<file path="config.mk">
export PLATFORM = sky130hd
export DESIGN_NAME = video_source_scheduler
export DESIGN_NICKNAME = d
export VERILOG_FILES = /design/src/rtl/video_source_scheduler.sv
export SDC_FILE = /design/constraint.sdc
export NUM_CORES = 1
export LEC_CHECK = 0
export BUFFER_PORTS_ARGS = -buffer_cell sky130_fd_sc_hd__clkbuf_2
export CAP_MARGIN = 20
export CORE_ASPECT_RATIO = 0.8
export CORE_MARGIN = 2
export CORE_UTILIZATION = 43
export DETAILED_ROUTE_END_ITERATION = 10
export PLACE_DENSITY_LB_ADDON = 0.25
export RECOVER_POWER = 25
export SETUP_SLACK_MARGIN = 0.02
export SLEW_MARGIN = 20
export SYNTH_ARGS = -nofsm -noshare
export SYNTH_HDL_FRONTEND = slang
export SYNTH_SLANG_ARGS = --single-unit
</file>
<file path="constraint.sdc">
create_clock -name Clock -period 2.1 [get_ports Clock]
set_input_delay 0.105 -clock Clock [delete_from_list [all_inputs] [get_ports Clock]]
set_output_delay 0.105 -clock Clock [all_outputs]
set_load 0.005 [all_outputs]
</file>
<file path="src/rtl/video_source_scheduler.sv">
// video_source_scheduler
//
// Chooses which source feeds the 24-bit video output: the colour-bar pattern
// generator (source 0) or the frame-buffer pixel stream (source 1). Both
// sources are paced by the sink's per-pixel ready strobe. The scheduler also
// tracks the raster position. It changes source only at a frame boundary,
// which is the sink accepting the last pixel of the last line. It falls back
// to the pattern when the frame buffer underflows too often within one frame.
//
// Ports:
//   Clock, Reset    system clock; synchronous active-high reset
//   SinkReady       sink consumes the current Video pixel this cycle
//   ModeReq         1 = frame buffer wanted, 0 = pattern (sampled at boundary)
//   PatternVideo    pixel from the pattern generator
//   PatternReady    advance strobe to the pattern generator
//   PatternReset    one-cycle restart pulse to the pattern generator
//   FbValid/FbVideo frame-buffer pixel and its valid flag
//   FbReady         frame-buffer pixel popped this cycle
//   Video           selected pixel (combinational, zero latency)
//   ActiveSource    0 = pattern, 1 = frame buffer
//   FrameStart      first pixel of a new frame is being presented
//   Xpos/Ypos       raster position of the current pixel
//   UnderflowCount  saturating count of starved pixels in the current FB frame

module video_source_scheduler #(
  parameter int          H_ACTIVE      = 800,
  parameter int          V_ACTIVE      = 600,
  parameter int          MAX_UNDERFLOW = 16,
  parameter logic [23:0] FILL_COLOR    = 24'h000000
) (
  input  logic        Clock,
  input  logic        Reset,
  input  logic        SinkReady,
  input  logic        ModeReq,
  input  logic [23:0] PatternVideo,
  output logic        PatternReady,
  output logic        PatternReset,
  input  logic        FbValid,
  input  logic [23:0] FbVideo,
  output logic        FbReady,
  output logic [23:0] Video,
  output logic        ActiveSource,
  output logic        FrameStart,
  output logic [9:0]  Xpos,
  output logic [9:0]  Ypos,
  output logic [7:0]  UnderflowCount
);

  localparam logic [9:0] H_LAST   = 10'(H_ACTIVE - 1);
  localparam logic [9:0] V_LAST   = 10'(V_ACTIVE - 1);
  localparam logic [8:0] UF_LIMIT = 9'(MAX_UNDERFLOW);

  typedef enum logic {
    PAT = 1'b0,
    FB  = 1'b1
  } state_t;

  state_t     state;
  state_t     next_state;
  logic       pat_rst_q;
  logic       frame_start_q;
  logic       boundary;
  logic       underflow;
  logic [7:0] uf_next;
  logic       fallback;

  // The boundary is the sink accepting the final pixel of the frame.
  assign boundary  = SinkReady && (Xpos == H_LAST) && (Ypos == V_LAST);
  assign underflow = SinkReady && (state == FB) && !FbValid;

  // This count includes the current pixel. The fallback decision made on the
  // boundary cycle must therefore see a starved boundary pixel as well.
  assign uf_next  = (underflow && (UnderflowCount != 8'hFF)) ? UnderflowCount + 8'd1
                                                             : UnderflowCount;
  assign fallback = {1'b0, uf_next} >= UF_LIMIT;

  always_comb begin
    // NOTE: assign a default before any branch. Without it, a path that
    // leaves next_state unassigned infers a latch.
    next_state = state;
    if (boundary) begin
      case (state)
        PAT: if (ModeReq && FbValid) next_state = FB;
        FB:  if (!ModeReq || fallback) next_state = PAT;
        default: next_state = PAT;
      endcase
    end
  end

  always_ff @(posedge Clock) begin
    // NOTE: use non-blocking assignments for every register here. Each
    // right-hand side then sees pre-edge values, whatever the statement order.
    if (Reset) begin
      state          <= PAT;
      Xpos           <= '0;
      Ypos           <= '0;
      UnderflowCount <= '0;
      pat_rst_q      <= 1'b1;
      frame_start_q  <= 1'b1;
    end else begin
      state         <= next_state;
      frame_start_q <= boundary;
      // Restart the bars at every frame that the pattern will be displaying.
      pat_rst_q     <= boundary && (next_state == PAT);

      if (SinkReady) begin
        if (Xpos == H_LAST) begin
          Xpos <= '0;
          Ypos <= (Ypos == V_LAST) ? '0 : Ypos + 10'd1;
        end else begin
          Xpos <= Xpos + 10'd1;
        end
      end

      UnderflowCount <= boundary ? 8'd0 : uf_next;
    end
  end

  // PatternReset also covers the cycle in which Reset is asserted. FrameStart
  // is held low during reset and pulses on the first cycle after release.
  assign PatternReset = Reset || pat_rst_q;
  assign FrameStart   = frame_start_q && !Reset;
  assign ActiveSource = (state == FB);

  assign PatternReady = SinkReady && (state == PAT);
  assign FbReady      = SinkReady && (state == FB) && FbValid;

  always_comb begin
    Video = PatternVideo;
    if (state == FB) Video = FbValid ? FbVideo : FILL_COLOR;
  end

endmodule
</file>
==> flow_summary.rst, run 1 <==
.. list-table::
   :header-rows: 1

   * - Metric
     - Value
   * - Status
     - completed
   * - Num ports
     - 110
   * - Standard-cell row count
     - 21
   * - Crit Path Max Fanout
     - 5
   * - DR vias
     - 1998
   * - CTS Buf Count
     - 5
   * - Final core utilization
     - 62.0%
   * - Number of cells on the worst reg-to-reg path
     - 6
   * - Number of gates on the worst path with buffers counted
     - 6
   * - Antenna Diode Count
     - 0
   * - Setup Skew
     - 0.0118 ns
   * - Share of synthesized area occupied by flip-flops and latches
     - 33.8%
   * - Drt first pass iters
     - 4
   * - Skew-Pair Late Insertion Delay
     - 0.28 ns
   * - Slew @ Worst Pin
     - 0.444 ns
   * - Relative slew slack
     - 70.0%
   * - Die area
     - 0.00481 sq mm
   * - Crit-path slowest cell
     - or4b_1
   * - Worst reg2reg path endpoint
     - pat_rst_q
   * - Critical path buffers and inverters
     - 0
   * - Kind of critical path
     - flip-flop to flip-flop
   * - Total length of routed wires
     - 4500 um
   * - Critical Path Source
     - UnderflowCount[1]
   * - Setup repair after global routing missed its margin
     - no
   * - Layout-stage area growth over the synthesis result
     - 40.2%
   * - Worst supply voltage drop on vdd
     - 0.488 mV
   * - Type of the worst min-delay path
     - input pin to flip-flop
   * - Crit. End Element
     - flip-flop
   * - Final setup viols
     - 0
   * - Cts-stage hold buffer count
     - 0
   * - Yosys warning count
     - 0
   * - Cell Area, Synth
     - 0.00184 sq mm
   * - Share of post-route cells with drive strength above 1
     - 35.4%
   * - Wire length of the first global-routing pass
     - 7390 um
   * - Total half-perimeter wirelength after legalization and detailed placement
     - 3550 um
   * - Wirelength per Cell
     - 10.7 um
   * - Vias per inst
     - 4.75
   * - Post_cts resized
     - 0
   * - Slowest Stage Delay on Critical Path
     - 0.47 ns
   * - Largest net degree at the start of global routing
     - 32
   * - CTS Buffer Depth
     - 2
   * - Die boundary height
     - 62.4 um
   * - Leakage component of the power
     - 1.26 nW
   * - Final count of pins violating max slew
     - 0
   * - Max-cap check violation count
     - 0
   * - Initial antenna violation count
     - 0
   * - Crit-path leading delay family
     - simple AND/OR/NAND/NOR gates
   * - Starting density of the core
     - 44.2%
   * - Number of flops mapped to enable cells by yosys
     - 0
   * - Beginning of the worst register-to-register path
     - UnderflowCount[1]
   * - Residual antenna-violating net count after detailed routing
     - 0
   * - Highest clock rate
     - 507 MHz
   * - Post-synth top flop
     - dfxtp_1
   * - Number of sinks driven by the clock tree
     - 31
   * - Worst path cell trace
     - ha_1, and3_1, or4b_1, mux2i_1, nand4_1, o211a_1
   * - Number of nets in the final layout
     - 419
   * - Clk slew on worst S/H paths
     - 0.07 ns
   * - Final total negative setup slack
     - 0 ns
   * - Final Hold Vio Count
     - 0
   * - Critical Path Start Type
     - flip-flop
   * - WP data required
     - 2.27 ns
   * - Post-Syn Nets
     - 306
   * - Number of different library cells in the post-synthesis netlist
     - 39
   * - DRC errors left
     - 0
   * - All-Layer GR Usage
     - 18.6%
   * - PD cells
     - 512 mW/mm^2
   * - Root cell of the clock tree
     - clkbuf_8
   * - Width of the chip
     - 77.0 um
   * - Register-to-register setup slack
     - 0.13 ns
   * - Async set-reset flop share out of synthesis
     - 0%
   * - Capture point of the worst path
     - pat_rst_q
   * - RD Place Congestion
     - 0.767
   * - Final critical delay including setup and external delays
     - 1.97 ns
   * - Post-CTS Repair Setup Buffers
     - 0
   * - Drt first-iter violations
     - 32
   * - H-tree depth reported by CTS
     - 2
   * - Register bit total from synthesis
     - 31
   * - Portion of the clock cycle consumed by the worst path in the final layout
     - 93.9%
   * - Leftover overflow at the end of global routing
     - 0
   * - Per-instance average area after synthesis
     - 7.34 sq um
   * - Vias in the first global route
     - 1701
   * - Crit path arrival time
     - 2.14 ns
   * - Core Box Area
     - 0.00415 sq mm
   * - TritonCTS clock tree
     - yes
   * - Gate count of the mapped netlist
     - 250
   * - # port buffers
     - 109
==> metal layers <==
layer / up-vias / global-route usage, % / part of all wire [%]
met3: 2 / 7.51 / 8.5
met1: 889 / 20.0 / 44
li1: 1037 / - / -
met2: 70 / 33.9 / 47
met4: 0 / 4.69 / 0.18
met5: - / 0 / 0
==> layout by cell type (no fill, tap or decap), types with 2 or more instances in the layout <==
| cell type | instances |
|---|---|
| ha_1 | 3 |
| o21ai_0 | 24 |
| nand3_1 | 5 |
| dfxtp_1 | 31 |
| clkbuf_8 | 5 |
| and3_1 | 5 |
| nand4_1 | 9 |
| and4_1 | 2 |
| xnor2_1 | 13 |
| inv_1 | 30 |
| xor2_1 | 7 |
| and2_1 | 2 |
| nor2b_1 | 6 |
| mux2i_1 | 6 |
| clkbuf_1 | 2 |
| a21oi_1 | 2 |
| nor2_1 | 35 |
| nand2_1 | 35 |
| nor3_1 | 5 |
| buf_4 | 5 |
| clkbuf_2 | 108 |
| nand2b_1 | 2 |
==> report_power, final <==
part,switching [mW],leakage [nW],internal [mW],total (mW)
combinational,0.0582,0.953,0.0756,0.134
sequential,0.00579,0.251,0.594,0.600
clock,0.230,0.0581,0.353,0.583
==> worst reg2reg max path, cell delays in order (launching register included) <==
cell	delay, ns
dfxtp_1	0.40
ha_1	0.21
and3_1	0.21
or4b_1	0.47
mux2i_1	0.20
nand4_1	0.14
o211a_1	0.22
==> worst min path at each step <==
stage | from | to | cells after the start
floorplan | PatternVideo[0] | Video[0] | 2
global placement | Reset | Xpos[4] | 2
detailed placement | Reset | Xpos[4] | 2
CTS | Reset | Xpos[4] | 2
global route | Reset | Xpos[4] | 2
finish | Reset | Xpos[4] | 2
==> synthesized netlist by cell type (2+ instances only) <==
cell	number	share of area (%)
nor2b_1	6	2.0
xor2_1	7	3.3
nor3_1	5	1.4
nand2_1	35	7.2
buf_4	2	0.82
and4_1	2	0.95
o21ai_0	24	6.5
nand3_1	5	1.4
and3_1	5	1.7
dfxtp_1	31	34
inv_1	30	6.1
xnor2_1	13	6.2
and2_1	2	0.68
mux2i_1	6	3.3
nand2b_1	2	0.68
nand4_1	9	3.1
nor2_1	35	7.2
clkbuf_1	7	1.4
a21oi_1	2	0.55
ha_1	3	2.0
==> metrics by stage <==
step           cells  total power [mW]  instance area, sq um  hold WS [ns]  worst slack, ns
2_1_floorplan    250             0.664                  1840         0.314            0.231
3_3_place_gp     413             0.746                  2460         0.431            0.212
3_5_place_dp     413             0.748                  2460         0.434            0.163
4_1_cts          421              1.33                  2580         0.131            0.118
5_1_grt          421              1.38                  2570         0.151           0.0528
6_report         421              1.32                  2570         0.141            0.127
==> cell families (layout without fill, tap and decap cells) <==
group | Yosys count | after routing | synth area share [%]
simple gates | 117 | 117 | 32.2
mux | 7 | 7 | 3.89
compound gates | 31 | 31 | 9.27
xor+xnor | 20 | 20 | 9.54
buf+inv | 41 | 155 | 9.20
fa+ha+maj | 3 | 3 | 2.05
flops | 31 | 31 | 33.8
==> flip-flops by register name, indices dropped and copies added, names as in the netlist <==
signal,flops
ActiveSource,1
UnderflowCount,8
Xpos,10
Ypos,10
frame_start_q,1
pat_rst_q,1
==> layout make-up <==
cell class                      count  area, sq um
Multi-Input combinational cell    178         1050
Timing Repair Buffer              116          606
Fill cell                         401         1580
Clock inverter                      3         43.8
Sequential cell                    31          621
Inverter                           31          116
Tap cell                           57         71.3
Clock buffer                        5         68.8
(Power assumes the default switching activity.)
==> inputs of run 2 (changes only) <==
--- a/config.mk
+++ b/config.mk
@@ -9,7 +9,7 @@
 export CAP_MARGIN = 20
 export CORE_ASPECT_RATIO = 0.8
 export CORE_MARGIN = 2
-export CORE_UTILIZATION = 43
+export CORE_UTILIZATION = 39
 export DETAILED_ROUTE_END_ITERATION = 10
 export PLACE_DENSITY_LB_ADDON = 0.25
 export RECOVER_POWER = 25
==> constraint.sdc (replaced) <==
create_clock -name Clock -period 1.7 [get_ports Clock]
set_input_delay 0.085 -clock Clock [delete_from_list [all_inputs] [get_ports Clock]]
set_output_delay 0.085 -clock Clock [all_outputs]
set_load 0.005 [all_outputs]
==> run 2 against run 1 <==
Effect of this change: the run now ends with negative setup slack left; non-clock buffer count grew 27; global-route usage shrank 1.2 points; design area rose by 10%; critical path type unchanged; largest cell class unchanged.
==> flow_summary.rst, run 2 (synthesis results as in run 1) <==
.. list-table::
   :header-rows: 1

   * - Metric
     - Value
   * - # placed instances
     - 442 (+7.0%)
   * - Most frequent cells in the layout
     - clkbuf_2, nand2_1, nor2_1, inv_1, dfxtp_1
   * - Post-route worst setup slack
     - -0.101 ns (-0.228 ns)
   * - Width of the chip
     - 80.7 um (+4.7%)
   * - # port buffers
     - 109 (unchanged)
   * - Largest net degree at the start of global routing
     - 32 (unchanged)
   * - Crit Path Max Fanout
     - 2 (-3)
   * - Highest clock rate
     - 555 MHz (+9.6%)
   * - Slew @ Worst Pin
     - 0.320 ns (-0.124 ns)
   * - H-tree depth reported by CTS
     - 2 (unchanged)
   * - Worst supply voltage drop on vdd
     - 0.460 mV (-5.7%)
   * - Residual antenna-violating net count after detailed routing
     - 0 (unchanged)
   * - Max-cap check violation count
     - 0 (unchanged)
   * - Vias in the first global route
     - 1712 (+0.65%)
   * - Final total negative setup slack
     - -0.193 ns (-0.193 ns)
   * - Registers with the highest flip-flop counts
     - Xpos: 10 flops, Ypos: 10 flops, UnderflowCount: 8 flops
   * - CTS Buf Count
     - 5 (unchanged)
   * - Critical Path Start Type
     - flip-flop
   * - Total length of routed wires
     - 4880 um (+8.4%)
   * - Leftover overflow at the end of global routing
     - 0 (unchanged)
   * - Starting density of the core
     - 40.2% (-4.0 points)
   * - Non-Filler Instances
     - 451 (+7.1%)
   * - PD cells
     - 593 mW/mm^2 (+16%)
   * - Setup Skew
     - 0.00212 ns (-0.00964 ns)
   * - Root cell of the clock tree
     - clkbuf_8
   * - Met3 layer usage reported by global route
     - 4.40% (-3.1 points)
   * - Final Hold Vio Count
     - 0 (unchanged)
   * - Final count of pins violating max slew
     - 0 (unchanged)
   * - Final critical delay including setup and external delays
     - 1.80 ns (-0.172 ns)
   * - Relative slew slack
     - 78.5% (+8.5 points)
   * - DR vias
     - 2105 (+5.4%)
   * - RD Place Congestion
     - 0.824 (+7.5%)
   * - TritonCTS clock tree
     - yes
   * - Clk slew on worst S/H paths
     - 0.07 ns (about the same)
   * - Drt first-iter violations
     - 49 (+53%)
   * - DRC errors left
     - 0 (unchanged)
   * - CTS Buffer Depth
     - 2 (unchanged)
   * - Global routing usage on met1
     - 23.4% (+3.4 points)
   * - Vias per inst
     - 4.67 (-1.7%)
   * - Layout-stage area growth over the synthesis result
     - 54.3%
   * - Wire length of the first global-routing pass
     - 7270 um (-1.6%)
   * - Leakage component of the power
     - 1.36 nW (+7.8%)
   * - Status
     - finished with violations
   * - Drt first pass iters
     - 4 (unchanged)
   * - Most common cell after layout, fill and taps aside
     - clkbuf_2
   * - Share of post-route cells with drive strength above 1
     - 40.9% (+5.5 points)
   * - Total half-perimeter wirelength after legalization and detailed placement
     - 3800 um (+7.3%)
   * - Wirelength per Cell
     - 10.8 um (+1.2%)
   * - Smallest hold slack
     - 0.104 ns (-0.0371 ns)
   * - Initial antenna violation count
     - 0 (unchanged)
   * - Type of the worst min-delay path
     - input pin to flip-flop
   * - Kind of critical path
     - flip-flop to flip-flop
   * - Skew-Pair Late Insertion Delay
     - 0.28 ns (about the same)
   * - WP data required
     - 1.88 ns (-0.39 ns)
   * - Crit. End Element
     - flip-flop
   * - Number of nets in the final layout
     - 446 (+6.4%)
   * - Num ports
     - 110 (unchanged)
   * - Core Box Area
     - 0.00457 sq mm (+10%)
   * - Standard-cell row count
     - 22 (+4.8%)
   * - Most utilized layer in the global route result
     - met2
   * - Final setup viols
     - 2 (+2)
   * - Portion of the clock cycle consumed by the worst path in the final layout
     - 106% (+12 points)
   * - Fill cell total of the finished layout
     - 449 (+12%)
   * - Number of sinks driven by the clock tree
     - 31 (unchanged)
   * - Antenna Diode Count
     - 0 (unchanged)
   * - Violated checks
     - negative setup slack
   * - Met2 global-route usage
     - 27.2% (-6.7 points)
   * - Die boundary height
     - 65.4 um (+4.7%)
   * - Crit path arrival time
     - 1.98 ns (-0.16 ns)
   * - Die area
     - 0.00527 sq mm (+9.7%)
   * - All-Layer GR Usage
     - 17.4% (-1.2 points)
   * - Setup repair after global routing missed its margin
     - yes
## run 2: path summary, 6_finish.rpt
check / from / to / slack [ns] / depth (start not counted)
max: UnderflowCount[1] / pat_rst_q / -0.10 / 6
min reg2reg: Xpos[4] / Xpos[4] / 0.55 / 2
max reg2reg: UnderflowCount[1] / pat_rst_q / -0.10 / 6
min: Reset / Xpos[4] / 0.10 / 2
## run 2: stage by stage
step                      power (mW)  cell area (sq um)  utilization, %  setup slack [ns]
after floorplan                0.824               1890               -           -0.0651
after global placement         0.933               2710            59.4           -0.0494
after detailed placement       0.936               2710            59.4           -0.0949
after CTS                       1.69               2850            62.3           -0.0807
after global routing            1.74               2830            62.0            -0.174
final                           1.68               2830            62.0            -0.101
## run 2: critical path, stage by stage, from the launching register on
cell and delay [ns]:
dfxtp_2 0.35, ha_4 0.13, and3_4 0.18, or4b_4 0.46, mux2i_2 0.21, nand4_1 0.14, o211a_1 0.22
## run 2: where the power goes
| part | internal (mW) | switching, mW |
|---|---|---|
| Sequential | 0.733 | 0.00507 |
| Clock | 0.474 | 0.282 |
| Combinational | 0.105 | 0.0806 |
## run 2: area by class of cell
class / instances / area (sq um) / share of cell area [%]
clock buffers: 6 / 82.6 / 2.92
clock inverters: 2 / 35.0 / 1.24
inverters: 31 / 116 / 4.11
multi-input cells: 178 / 1100 / 38.8
flip-flops and latches: 31 / 629 / 22.2
well taps: 60 / 75.1 / 2.65
repair buffers: 143 / 795 / 28.0
## run 2: what timing repair did
item	in CTS	in global routing
setup buffers	1	1
resized for setup	2	10
hold buffers	0	0
pin swaps	2	5
endpoints found under the setup margin	3	31
gates cloned	0	1
## run 2: routing by layer
layer  up-vias  routed length [um]
met5         -                   0
met4         0                  39
met3         4                 443
met2        72                2180
met1       931                2220
li1       1098                   -
==> inputs of run 3 (changes only) <==
--- a/config.mk
+++ b/config.mk
@@ -8,7 +8,6 @@
 export BUFFER_PORTS_ARGS = -buffer_cell sky130_fd_sc_hd__clkbuf_2
 export CAP_MARGIN = 20
 export CORE_ASPECT_RATIO = 0.8
-export CORE_MARGIN = 2
 export CORE_UTILIZATION = 39
 export DETAILED_ROUTE_END_ITERATION = 10
 export PLACE_DENSITY_LB_ADDON = 0.25
==> run 3 against run 2 <==
Effect of this change: the run still ends with negative setup slack left; clock skew rose by 0.0079 ns; first-iteration DRC count rose by 29%; sequential share of layout area up 0.064 points; count of clock-buffer cells in the layout is 2 higher; worst hold slack gained 0.0021 ns; total power fell by 6.1%; clock power shrank 13%.
==> flow_summary.rst, run 3 (synthesis results as in run 1) <==
.. list-table::
   :header-rows: 1

   * - Metric
     - Value
   * - Share of post-route cells with drive strength above 1
     - 42.5% (+1.5 points)
   * - Vias in the first global route
     - 1914 (+12%)
   * - Max-cap check violation count
     - 0 (unchanged)
   * - WP data required
     - 1.89 ns (about the same)
   * - Crit-path leading delay family
     - simple AND/OR/NAND/NOR gates
   * - Layout-stage area growth over the synthesis result
     - 54.8%
   * - Starting density of the core
     - 42.3% (+2.2 points)
   * - Wirelength per Cell
     - 11.3 um (+4.7%)
   * - # port buffers
     - 109 (unchanged)
   * - Clk slew on worst S/H paths
     - 0.07 ns (about the same)
   * - Type of the worst min-delay path
     - input pin to flip-flop
   * - Number of sinks driven by the clock tree
     - 31 (unchanged)
   * - Die boundary height
     - 63.4 um (-3.1%)
   * - Status
     - finished with violations
   * - Relative slew slack
     - 79.3% (+0.82 points)
   * - Most common cell after layout, fill and taps aside
     - clkbuf_2
   * - Slowest Stage Delay on Critical Path
     - 0.46 ns (about the same)
   * - Most frequent cells in the layout
     - clkbuf_2, nand2_1, nor2_1, inv_1, dfxtp_1
   * - Crit path arrival time
     - 2.01 ns (+0.03 ns)
   * - DR vias
     - 2142 (+1.8%)
   * - Crit-path slowest cell
     - or4b_4
   * - Area of combinational cells with multiple inputs
     - 0.00111 sq mm (+0.91%)
   * - Non-Filler Instances
     - 448 (-0.67%)
   * - Slew @ Worst Pin
     - 0.308 ns (-0.0117 ns)
   * - Width of the chip
     - 78.7 um (-2.5%)
   * - Worst setup timing slack at the placement stage
     - -0.0732 ns (+0.0217 ns)
   * - Num ports
     - 110 (unchanged)
   * - # placed instances
     - 439 (-0.68%)
   * - PD cells
     - 555 mW/mm^2 (-6.4%)
   * - Setup Skew
     - 0.00998 ns (+0.00786 ns)
   * - Core Box Area
     - 0.00434 sq mm (-5.1%)
   * - Worst supply voltage drop on vdd
     - 0.535 mV (+16%)
   * - Root cell of the clock tree
     - clkbuf_8
   * - Initial antenna violation count
     - 0 (unchanged)
   * - Worst path cell trace
     - ha_4, and3_4, or4b_4, mux2i_2, nand4_1, o211a_1
   * - Crit Path Max Fanout
     - 2 (unchanged)
   * - Highest clock rate
     - 549 MHz (-1.1%)
   * - Largest net degree at the start of global routing
     - 32 (unchanged)
   * - Final setup viols
     - 2 (unchanged)
   * - RD Place Congestion
     - 0.810 (-1.7%)
   * - Violated checks
     - negative setup slack
   * - Beginning of the worst register-to-register path
     - UnderflowCount[0]
   * - Critical Path Source
     - UnderflowCount[0]
   * - Total length of routed wires
     - 5080 um (+4.0%)
   * - Critical path buffers and inverters
     - 0 (unchanged)
   * - Fill cell total of the finished layout
     - 403 (-10%)
   * - Drt first-iter violations
     - 63 (+29%)
   * - Drt first pass iters
     - 4 (unchanged)
   * - Total half-perimeter wirelength after legalization and detailed placement
     - 3930 um (+3.3%)
   * - Post-route worst setup slack
     - -0.121 ns (-0.0200 ns)
   * - Leftover overflow at the end of global routing
     - 0 (unchanged)
   * - Final core utilization
     - 65.5% (+3.5 points)
   * - Kind of critical path
     - flip-flop to flip-flop
   * - Wire length of the first global-routing pass
     - 8350 um (+15%)
   * - Setup repair after global routing missed its margin
     - yes
   * - Final count of pins violating max slew
     - 0 (unchanged)
   * - Registers with the highest flip-flop counts
     - Xpos: 10 flops, Ypos: 10 flops, UnderflowCount: 8 flops
   * - Portion of the clock cycle consumed by the worst path in the final layout
     - 107% (+1.2 points)
   * - Final Hold Vio Count
     - 0 (unchanged)
   * - Residual antenna-violating net count after detailed routing
     - 0 (unchanged)
   * - Antenna Diode Count
     - 0 (unchanged)
   * - TritonCTS clock tree
     - yes
   * - All-Layer GR Usage
     - 21.4% (+4.0 points)
   * - Vias per inst
     - 4.78 (+2.4%)
   * - Standard-cell row count
     - 21 (-4.5%)
   * - Final critical delay including setup and external delays
     - 1.82 ns (+0.0200 ns)
   * - Cts-stage hold buffer count
     - 0 (unchanged)
   * - Leakage component of the power
     - 1.37 nW (+1.1%)
   * - H-tree depth reported by CTS
     - 2 (unchanged)
   * - Sequential cell area
     - 633 sq um (+0.60%)
   * - CTS Buffer Depth
     - 2 (unchanged)
   * - Die area
     - 0.00499 sq mm (-5.5%)
   * - Critical Path Start Type
     - flip-flop
   * - DRC errors left
     - 0 (unchanged)
   * - Startpoint of the worst hold path
     - Reset
   * - Crit. End Element
     - flip-flop
   * - Skew-Pair Late Insertion Delay
     - 0.29 ns (about the same)
   * - CTS Buf Count
     - 5 (unchanged)
   * - Number of nets in the final layout
     - 446 (unchanged)
## run 3: cell count changes in the layout (fill, tap and decap cells not counted), sizes merged
cell | before | now
buf | 24 | 29
bufinv | 1 | 0
clkbuf | 125 | 122
clkinv | 1 | 0
## run 3: area by class of cell
class,instances,share of cell area [%]
clock buffer,8,3.57
inverter,31,4.10
multi-input combinational,178,39.1
sequential,31,22.3
tap,57,2.51
timing repair buffer,143,28.5
## run 3: final timing paths
kind | endpoint | slack (ns) | depth (start not counted)
max | pat_rst_q | -0.12 | 6
min | Ypos[2] | 0.11 | 2
max reg2reg | pat_rst_q | -0.12 | 6
min reg2reg | Xpos[4] | 0.56 | 2
## run 3: metrics by stage
stage          area (sq um)  hold WS, ns  total power [mW]  setup TNS [ns]
3_3_place_gp           2710        0.403             0.935         -0.0873
3_5_place_dp           2710        0.403             0.939          -0.129
4_1_cts                2820       0.0939              1.60          -0.151
5_1_grt                2840        0.126              1.67          -0.893
6_report               2840        0.106              1.58          -0.219
2_1_floorplan          1890        0.274             0.824          -0.110
## run 3: where the power goes
| part | internal [mW] | switching [mW] | leakage [nW] |
|---|---|---|---|
| Combinational | 0.103 | 0.0802 | 1.07 |
| Sequential | 0.733 | 0.00503 | 0.253 |
| Clock | 0.379 | 0.278 | 0.0506 |
## run 3: timing repair
action	CTS	global route
resized for setup	1	11
setup endpoints to repair	5	38
pin swaps	1	5
setup buffers	0	2
## run 3: routing by layer
| layer | wire [um] | GRT usage, % | vias up | part of all wire (%) |
|---|---|---|---|---|
| li1 | - | - | 1097 | - |
| met1 | 2160 | 24.8 | 955 | 42 |
| met2 | 2420 | 37.0 | 82 | 48 |
| met3 | 428 | 6.23 | 8 | 8.4 |
| met4 | 68 | 7.87 | 0 | 1.3 |
| met5 | 0 | 0 | - | 0 |
